### config.mk
export PLATFORM = sky130hd
export DESIGN_NAME = hamming_stream_encoder
export DESIGN_NICKNAME = d
export VERILOG_FILES = /design/src/rtl/hamming_pkg.sv /design/src/rtl/hamming_encode_comb.sv /design/src/rtl/hamming_stream_encoder.sv
export SDC_FILE = /design/constraint.sdc
export NUM_CORES = 1
export LEC_CHECK = 0
export CORE_MARGIN = 8
export CORE_UTILIZATION = 46
export CTS_CLUSTER_SIZE = 30
export DETAILED_ROUTE_END_ITERATION = 7
export GPL_TIMING_DRIVEN = 0
export PLACE_DENSITY = 0.75
export SKIP_CTS_REPAIR_TIMING = 1
export SYNTH_ARGS = -nofsm -noshare
export SYNTH_HDL_FRONTEND = slang
export SYNTH_SLANG_ARGS = --single-unit
### constraint.sdc
create_clock -name clk -period 2.25 [get_ports clk]
set_clock_uncertainty 0.15 [all_clocks]
set_input_delay 0.45 -clock clk [delete_from_list [all_inputs] [get_ports clk]]
set_output_delay 0.45 -clock clk [all_outputs]
set_load 0.005 [all_outputs]
### src/rtl/hamming_pkg.sv
// Shared definitions for the Hamming encoder family.
// Configuration macro: HAMMING_SECDED_EN. When it is defined, one overall
// even-parity bit is appended as the codeword MSB.
package hamming_pkg;

    localparam int LEGACY_DATA_W = 8;

    // Smallest P with 2^P >= data_w + P + 1.
    function automatic int calc_parity_bits(input int data_w);
        int p;
        p = 0;
        for (int k = 0; k < 32; k++) begin
            if ((1 << p) < data_w + p + 1) p++;
        end
        return p;
    endfunction

    // Full codeword width, including the overall parity bit when enabled.
    function automatic int calc_code_w(input int data_w);
`ifdef HAMMING_SECDED_EN
        return data_w + calc_parity_bits(data_w) + 1;
`else
        return data_w + calc_parity_bits(data_w);
`endif
    endfunction

    // Hamming positions that are powers of two hold parity bits.
    function automatic logic is_pow2(input int pos);
        return (pos > 0) && ((pos & (pos - 1)) == 0);
    endfunction

endpackage

### src/rtl/hamming_encode_comb.sv
// Purely combinational Hamming encoder: data word -> codeword.
// Codeword bit i carries Hamming position i+1; parity bit k sits at index
// 2^k-1; data bits fill the other indices in ascending order.
// Configuration macro: HAMMING_SECDED_EN appends overall even parity as MSB.
module hamming_encode_comb
    import hamming_pkg::*;
#(
    parameter int DATA_W = 8
) (
    input  logic [DATA_W-1:0]              data,
    output logic [calc_code_w(DATA_W)-1:0] code
);

    localparam int P  = calc_parity_bits(DATA_W);
    localparam int HW = DATA_W + P;

    // Codeword index that carries data bit j.
    function automatic int data_index(input int j);
        int cnt;
        int idx;
        cnt = 0;
        idx = 0;
        for (int i = 0; i < HW; i++) begin
            if (!is_pow2(i + 1)) begin
                if (cnt == j) idx = i;
                cnt++;
            end
        end
        return idx;
    endfunction

    logic [HW-1:0] spread;
    logic [HW-1:0] base;
    logic          par;

    // Scatter data bits into their positions, then fill in each parity bit.
    always_comb begin
        spread = '0;
        par    = 1'b0;
        for (int j = 0; j < DATA_W; j++) begin
            spread[data_index(j)] = data[j];
        end
        base = spread;
        for (int k = 0; k < P; k++) begin
            par = 1'b0;
            for (int i = 0; i < HW; i++) begin
                if (((((i + 1) >> k) & 1) != 0) && !is_pow2(i + 1)) par = par ^ spread[i];
            end
            base[(1 << k) - 1] = par;
        end
`ifdef HAMMING_SECDED_EN
        code = {^base, base};
`else
        code = base;
`endif
    end

endmodule

### src/rtl/hamming_stream_encoder.sv
// Streaming Hamming encoder: accepts data words, encodes them, buffers the
// codewords in a 2-entry FIFO and counts completed output handshakes.
// Configuration macro: HAMMING_SECDED_EN (adds the overall parity bit).
//
// Handshakes: a transfer happens on a rising edge where valid && ready are
// both high. A valid producer holds its data stable until that edge. in_ready
// depends only on registered state, so there is no out_ready -> in_ready path.
module hamming_stream_encoder
    import hamming_pkg::*;
#(
    parameter int DATA_W = 8,
    parameter int CNT_W  = 16
) (
    input  logic                           clk,
    input  logic                           rst_n,
    input  logic                           in_valid,
    output logic                           in_ready,
    input  logic [DATA_W-1:0]              in_data,
    output logic                           out_valid,
    input  logic                           out_ready,
    output logic [calc_code_w(DATA_W)-1:0] out_code,
    input  logic                           clr_count,
    output logic [CNT_W-1:0]               cw_count
);

    localparam int CODE_W = calc_code_w(DATA_W);

    logic [CODE_W-1:0] enc_code;
    logic [CODE_W-1:0] q_head;
    logic [CODE_W-1:0] q_tail;
    logic [1:0]        occ;
    logic              live;
    logic              push;
    logic              pop;

    hamming_encode_comb #(.DATA_W(DATA_W)) u_enc (
        .data (in_data),
        .code (enc_code)
    );

    // Handshake decode; live holds in_ready low until the first edge after reset.
    always_comb begin
        in_ready  = live && (occ != 2'd2);
        out_valid = (occ != 2'd0);
        out_code  = q_head;
        push      = in_valid && in_ready;
        pop       = out_valid && out_ready;
    end

    // Two-entry FIFO: head is presented downstream, tail waits behind it.
    always_ff @(posedge clk or negedge rst_n) begin
        if (!rst_n) begin
            live   <= 1'b0;
            occ    <= 2'd0;
            q_head <= '0;
            q_tail <= '0;
        end else begin
            live <= 1'b1;
            if (push && pop) begin
                // Only reachable with one entry queued: new word becomes head.
                q_head <= enc_code;
            end else if (push) begin
                if (occ == 2'd0) q_head <= enc_code;
                else             q_tail <= enc_code;
                occ <= occ + 2'd1;
            end else if (pop) begin
                q_head <= q_tail;
                q_tail <= '0;
                occ    <= occ - 2'd1;
            end
        end
    end

    // Emitted-codeword counter; clear wins over a same-cycle increment.
    always_ff @(posedge clk or negedge rst_n) begin
        if (!rst_n) begin
            cw_count <= '0;
        end else if (clr_count) begin
            cw_count <= '0;
        end else if (pop) begin
            cw_count <= cw_count + CNT_W'(1);
        end
    end

endmodule
==> results of run 1 <==
[worst paths after layout]
| kind | startpoint | to | slack [ps] |
|---|---|---|---|
| max | in_valid | q_tail[3] | 90 |
| min | q_tail[5] | q_tail[5] | 330 |
| min reg2reg | q_tail[5] | q_tail[5] | 330 |
| min in group asynchronous | rst_n | q_tail[2] | 450 |
| max reg2reg | occ[1] | out_code[3] | 190 |
| max in group asynchronous | rst_n | cw_count[14] | 1020 |
[cells by family after synthesis]
group / synth area share, %
adder cells (fa/ha/maj): 1.73
AO/OA/AOI/OAI: 9.02
flip-flops: 49.7
AND/OR/NAND/NOR: 19.1
buffers and inverters: 3.18
other: 0.173
multiplexers: 7.28
XOR/XNOR: 9.83
[layout make-up]
type                    instances  area share, %
clock inverters                 2           1.20
flip-flops and latches         43           36.7
inverters                       6          0.769
well taps                      54           2.31
plain buffers                   9           2.86
repair buffers                 50           16.8
clock buffers                   6           2.82
multi-input cells             159           36.5
[cell usage in the layout, fill, tap and decap left out, drive strengths merged, types with 3 or more instances in the layout]
cell type,Yosys,routed
dfrtp,43,43
clkdlybuf4s50,0,40
nand2,39,39
o21ai,25,25
nor2,15,15
buf,5,13
xnor2,11,11
clkbuf,5,10
mux2i,9,9
xor2,8,8
inv,6,6
mux2,6,6
nand4,5,5
nand3,5,5
and2,5,5
a21oi,5,5
nor2b,4,4
ha,3,3
[stage by stage]
step	TNS (ps)	cells	area (um^2)
6_report	0	329	2930
5_1_grt	-13.5	329	2930
4_1_cts	-4450	323	2840
3_5_place_dp	-10080	315	2720
3_3_place_gp	-34400	314	2700
2_1_floorplan	0	218	2220
[metal layers]
layer  up-vias  GRT usage [%]  share of wire (%)
met5         -              0                  0
met2        37           21.1                 48
met3         6           3.71                4.8
met4         0           5.50                1.7
met1       815           16.9                 45
li1        844              -                  -
[where the power goes]
part	total (uW)	internal (uW)	leakage, uW	switching, uW
Clock	630	359	0.0000612	271
Sequential	1080	958	0.000580	119
Combinational	984	535	0.000658	449
Total	2690	1850	0.00130	838
[flip-flops by register name (all words and copies together), names as in the netlist]
signal / cells
cw_count: 16
live: 1
occ: 2
out_code: 12
q_tail: 12
[worst register-to-register path, delay by kind of cell, from the launching register on]
family                     cells  cell delay [ps]
muxes                          1              330
buffers and inverters          1              190
AOI/OAI and AO/OA              3              630
DFF                            1              490
adders and majority gates      1              200
==> flow_summary.toml, run 1 <==
[drt]
drt_iter0_markers = 78
final_antenna_net_count = 0
wl_per_cell_um = 14.2
vias_per_cell = 5.17
vias = 1702
firstDrtPassIters = 4
post-route-drc-count = 0
totalWireLength_um = 4660

[timing]
setup_viol_count_final = 0
fin_ws_ps = 87.5
period_share_pct = 96.1
period_minus_slack_ps = 2160
whs_ps = 332
clock.fmax_mhz = 462
drv_slew = 0
hold_violations = 0

[power_and_ir_drop]
p_per_area_nw_per_um2 = 919
p_leak_uw = 0.00130
vdd_drop_max_mv = 0.543
power_uw = 2690

[critical_path]
end_kind = "flop"
critical_path.slowest_cell = "clkdlybuf4s50_1"
cp_num_cells = 10
worstPathArrival_ps = 2240
required_ps = 2330
cp_cell_sequence = "clkdlybuf4s50_1 -> and2_4 -> buf_6 -> and2_4 -> buf_12 -> inv_1 -> ha_2 -> a211o_1 -> nand3b_1 -> o21ai_1"
crit_type = "in -> reg"
critical_path.max_fanout = 6
critPathBufInv = 4
critPathLaunchType = "input port"
critPathMaxStageDelay_ps = 450
crit_top_cell = "and2_4"
reg2regPathDepth = 6
cp_top_family = "buffers and inverters"

[yosys]
ys_ff_latch = 43
synth_top_area_share_pct = 49.7
avgSynthCellArea_um2 = 9.93
yosysUniqueCellTypes = 35
synthFlopType = "dfrtp_1"
yosysWarnings = 0
yosys.area.top_type = "dfrtp_1"
synth.most_common_cell = "dfrtp_1"
yosysSeqAreaShare_pct = 49.7
synth_cells = 218
synth_edf_count = 0
synthTopCellsByCount = "dfrtp_1 (43), nand2_1 (39), o21ai_0 (24)"
synth_area_leaders = "dfrtp_1 (50%), nand2_1 (6.8%), o21ai_0 (5.5%), xnor2_1 (4.5%), mux2i_1 (4.2%)"
async_flop_share_pct = 100
synth_fp_nets = 234
syn_area_um2 = 2160

[grt]
overflow = 0
antenna_found_initial = 0
grt_usage_pct = 13.4
grt_max_degree = 29
grt_pass1_vias = 1602
grt_pass1_wl_um = 7900

[run_status]
outcome = "finished clean"

[placement]
place_ws_ps = -649
dpl.hpwl_um = 3390
portBuffers = 42
gp_congestion = 0.785

[clock_network]
clk_pin_slew_ps = 80
clock_sinks = 43
htree_levels = 2
cts_tree = "done"
cts-root-buf = "clkbuf_8"
clk_path_buf_depth = 2
clkLatencyLatePin_ps = 300
cts_made_buffers = 5

[cells_and_area]
multi_input_area_um2 = 1070
post-route-util_pct = 63.3
seqCellArea_um2 = 1080
syn2layout_area_growth_pct = 35.3
fillers = 399
drive_gt1_share_pct = 13.1
nNetsFinal = 290
n_antenna_cell = 0

[run]
max-cap-violations = 0

[die]
ioPinCount = 43
rows = 25
core_area_um2 = 4630
initial_core_util_pct = 46.8
dieArea_um2 = 7160
die_w_um = 84.6
die_h_um = 84.6

[min_path]
holdCritPathClass = "reg -> reg"
hold_path_depth = 2
(Power assumes the default switching activity.)
==> run 2: changes to the inputs <==
--- a/config.mk
+++ b/config.mk
@@ -11,6 +11,7 @@
 export DETAILED_ROUTE_END_ITERATION = 7
 export GPL_TIMING_DRIVEN = 0
 export PLACE_DENSITY = 0.75
+export SETUP_SLACK_MARGIN = 0.15
 export SKIP_CTS_REPAIR_TIMING = 1
 export SYNTH_ARGS = -nofsm -noshare
 export SYNTH_HDL_FRONTEND = slang
==> flow_summary.toml, run 2 (synthesis results as in run 1) <==
[run_status]
outcome = "finished clean"

[die]
core_area_um2 = 4630
ioPinCount = 43
rows = 25
die_w_um = 84.6
initial_core_util_pct = 46.8
die_h_um = 84.6
dieArea_um2 = 7160

[clock_network]
htree_levels = 2
cts_tree = "done"
cts-root-buf = "clkbuf_8"
clk_path_buf_depth = 2
clock_sinks = 43
cts_made_buffers = 5
clkLatencyLatePin_ps = 290
clk_pin_slew_ps = 80

[drt]
drt_iter0_markers = 55
vias_per_cell = 5.14
totalWireLength_um = 4910
final_antenna_net_count = 0
firstDrtPassIters = 4
vias = 1738
wl_per_cell_um = 14.5
post-route-drc-count = 0

[power_and_ir_drop]
p_leak_uw = 0.00137
p_per_area_nw_per_um2 = 922
seq_power_share_pct = 38.6
combPwrFrac_pct = 39.2
pwr-share-clk_pct = 22.2
swShare_pct = 30.8
internal_power_uw = 1940
vdd_drop_max_mv = 0.399
netSwitchingPower_uw = 865

[cells_and_area]
multi_input_area_um2 = 1080
n_antenna_cell = 0
syn2layout_area_growth_pct = 40.5
fillers = 383
final_cells = 338
nNetsFinal = 299
final_common_cell = "dfrtp_1"
largest_reg_flops = 16
regMostFlops = "cw_count"
seqCellArea_um2 = 1080
final_cell_mix = "dfrtp_1 (42), nand2_1 (39), clkdlybuf4s50_1 (39), o21ai_1 (14), nor2_1 (14)"
post-route-util_pct = 65.7
drive_gt1_share_pct = 17.3

[critical_path]
required_ps = 2320
reg2regPathDepth = 9
crit_type = "reg -> reg"
rrSetupSlack_ps = 110
end_kind = "flop"
critPathLaunchType = "flop"
r2r-end = "q_tail[7]"
r2r_start = "occ[0]"
critical_path.max_fanout = 7
worstPathArrival_ps = 2220

[min_path]
hold_path_depth = 2
holdCritPathClass = "reg -> reg"
min_to = "out_code[8]"
hold_start = "out_code[8]"

[timing]
rsz0062_at_grt = "yes"
hold_violations = 0
period_minus_slack_ps = 2140
period_share_pct = 95.3
drv_slew = 0
setup_viol_count_final = 0
clock.fmax_mhz = 467
fin_ws_ps = 107
whs_ps = 327

[run]
max-cap-violations = 0

[grt]
grt_max_degree = 31
grt_usage_pct = 13.7
overflow = 0
antenna_found_initial = 0
grt_pass1_wl_um = 7940
grt_pass1_vias = 1703

[placement]
place_ws_ps = -532
dpl.hpwl_um = 3530
gp_congestion = 0.802
portBuffers = 42
dp_cells = 315
-- run 2: cell types whose count changed in the layout (fill, tap and decap cells not counted), sizes merged --
cell | previous run | this run
clkbuf | 10 | 11
buf | 13 | 21
clkdlybuf4s50 | 40 | 39
dlymetal6s2s | 1 | 2
-- run 2: worst max-delay path: stages (launching register included) --
cell and delay, ps:
dfrtp_1 380, buf_6 130, nand2b_4 150, and2_4 150
buf_12 130, buf_8 120, ha_4 160, a211o_1 320
nand3b_1 220, o21ai_1 150
-- run 2: metrics by stage --
stage	total power, uW	area [um^2]	setup TNS (ps)
after global routing	3000	3040	0
final	2800	3040	0
after detailed placement	2060	2750	-8170
after floorplan	1620	2250	0
after global placement	2020	2740	-31100
after CTS	2680	2870	-2500
-- run 2: worst max-delay path by stage --
stage / end / start / depth (start not counted) / slack [ps]
finish: q_tail[7] / occ[0] / 9 / 110
global route: q_tail[10] / occ[0] / 10 / 10
CTS: q_tail[7] / in_valid / 11 / -210
detailed placement: q_tail[3] / in_valid / 11 / -530
global placement: cw_count[13] / rst_n / 1 / -550
floorplan: q_tail[1] / in_valid / 10 / 100
-- run 2: final cells by class --
type	count	share of cell area [%]
plain buffers	10	3.50
clock buffers	6	2.72
clock inverters	2	1.15
inverters	6	0.741
multi-input cells	159	35.4
flip-flops and latches	43	35.4
well taps	54	2.22
repair buffers	58	18.8
-- run 2: layer usage --
metal / wire (um) / part of all wire [%] / GRT usage, % / vias to the layer above
met2: 2450 / 50 / 22.2 / 42
met1: 2120 / 43 / 16.1 / 831
met4: 42 / 0.86 / 4.85 / 0
met3: 285 / 5.8 / 5.07 / 4
li1: - / - / - / 861
met5: 0 / 0 / 0 / -
-- run 2: power groups by stage --
stage / Combinational, uW / Clock, uW / Sequential [uW]
2_1_floorplan: 540 / 0 / 1080
3_3_place_gp: 945 / 0 / 1070
3_5_place_dp: 971 / 0 / 1090
4_1_cts: 974 / 639 / 1070
5_1_grt: 1220 / 672 / 1110
6_report: 1100 / 623 / 1080
==> run 3: changes to the inputs <==
--- a/config.mk
+++ b/config.mk
@@ -5,6 +5,7 @@
 export SDC_FILE = /design/constraint.sdc
 export NUM_CORES = 1
 export LEC_CHECK = 0
+export CAP_MARGIN = 20
 export CORE_MARGIN = 8
 export CORE_UTILIZATION = 46
 export CTS_CLUSTER_SIZE = 30
@@ -13,6 +14,7 @@
 export PLACE_DENSITY = 0.75
 export SETUP_SLACK_MARGIN = 0.15
 export SKIP_CTS_REPAIR_TIMING = 1
+export SLEW_MARGIN = 40
 export SYNTH_ARGS = -nofsm -noshare
 export SYNTH_HDL_FRONTEND = slang
 export SYNTH_SLANG_ARGS = --single-unit
==> flow_summary.toml, run 3 (synthesis results as in run 1) <==
[cells_and_area]
post-route-util_pct = 65.4
drive_gt1_share_pct = 17.8
syn2layout_area_growth_pct = 39.9
final_cell_mix = "dfrtp_1 (42), nand2_1 (39), clkdlybuf4s50_1 (39), buf_4 (17)"
n_antenna_cell = 0
final_common_cell = "dfrtp_1"
nNetsFinal = 301
seqCellArea_um2 = 1080
regMostFlops = "cw_count"
largest_reg_flops = 16
final_cells = 340
fillers = 375
multi_input_area_um2 = 1080

[clock_network]
cts_made_buffers = 5
cts-root-buf = "clkbuf_8"
clk_path_buf_depth = 2
htree_levels = 2
clock_sinks = 43
clkLatencyLatePin_ps = 290
clk_pin_slew_ps = 80
cts_tree = "done"

[die]
initial_core_util_pct = 46.8
die_w_um = 84.6
dieArea_um2 = 7160
die_h_um = 84.6
core_area_um2 = 4630
rows = 25
ioPinCount = 43

[timing]
drv_slew = 0
period_minus_slack_ps = 2170
hold_violations = 33
worstMarginPinSlew_ps = 541
setup_viol_count_final = 0
period_share_pct = 96.5
fin_setup_tns_ps = 0
rsz0062_at_grt = "yes"
clock.fmax_mhz = 461
whs_ps = -12.9
relSlewSlack_pct = 63.9
fin_ws_ps = 78.7

[critical_path]
crit_type = "reg -> reg"
required_ps = 2320
end_kind = "flop"
r2r_start = "occ[0]"
critical_path.max_fanout = 7
critPathLaunchType = "flop"
reg2regPathDepth = 9
rrSetupSlack_ps = 80
r2r-end = "q_tail[3]"
worstPathArrival_ps = 2240

[drt]
firstDrtPassIters = 4
vias = 1765
wl_per_cell_um = 14.5
final_antenna_net_count = 0
totalWireLength_um = 4920
vias_per_cell = 5.19
post-route-drc-count = 0
drt_iter0_markers = 73

[grt]
grt_max_degree = 44
overflow = 0
grt_use_met3_pct = 4.98
use_met1_pct = 15.7
grt_pass1_wl_um = 7850
met2_usage_pct = 22.1
top_usage_layer = "met2"
antenna_found_initial = 0
grt_pass1_vias = 1675
grt_usage_pct = 13.5

[placement]
gp_congestion = 0.802
place_ws_ps = -529
portBuffers = 42
dpl.hpwl_um = 3430
dp_cells = 314

[power_and_ir_drop]
p_per_area_nw_per_um2 = 901
power_uw = 2730
vdd_drop_max_mv = 0.355
p_leak_uw = 0.00136

[run]
max-cap-violations = 0

[min_path]
holdCritPathClass = "in -> async"

[run_status]
outcome = "finished with violations"
failed_checks = "negative hold slack"
[run 3: worst max-delay path by stage]
stage                    to  startpoint  slack, ps
3_5_place_dp      q_tail[3]    in_valid       -530
6_report          q_tail[3]      occ[0]         80
3_3_place_gp   cw_count[13]       rst_n       -550
5_1_grt           q_tail[3]      occ[0]         20
4_1_cts           q_tail[3]    in_valid       -220
2_1_floorplan     q_tail[1]    in_valid        100
[run 3: area by class of cell]
cell class | instances | area share [%]
Timing Repair Buffer | 60 | 19.1
Buffer | 10 | 3.51
Multi-Input combinational cell | 159 | 35.5
Tap cell | 54 | 2.23
Inverter | 6 | 0.743
Clock buffer | 8 | 3.30
Sequential cell | 43 | 35.6
[run 3: metal layers]
metal  vias to the layer above  part of all wire, %
li1                        867                    -
met1                       844                   43
met2                        43                   48
met3                        11                  6.1
met4                         0                  2.0
met5                         -                    0
[run 3: power by group]
part	switching [uW]	leakage [uW]	internal, uW
Clock	253	0.0000515	280
Combinational	483	0.000734	629
Sequential	123	0.000579	961
Total	858	0.00136	1870
[run 3: critical path, cell delays in order, from the launching register on]
cell and delay (ps):
dfrtp_1 380, buf_6 130, nand2b_4 160, and2_4 150
buf_12 130, buf_8 130, ha_4 160, a211o_1 320
nand3b_1 220, o21ai_1 170
[run 3: metrics by stage]
step / area [um^2] / hold slack (ps)
floorplan: 2250 / 4.41
CTS: 2830 / -5.00
detailed placement: 2730 / 321
global route: 3030 / 24.7
global placement: 2740 / 311
finish: 3030 / -12.9
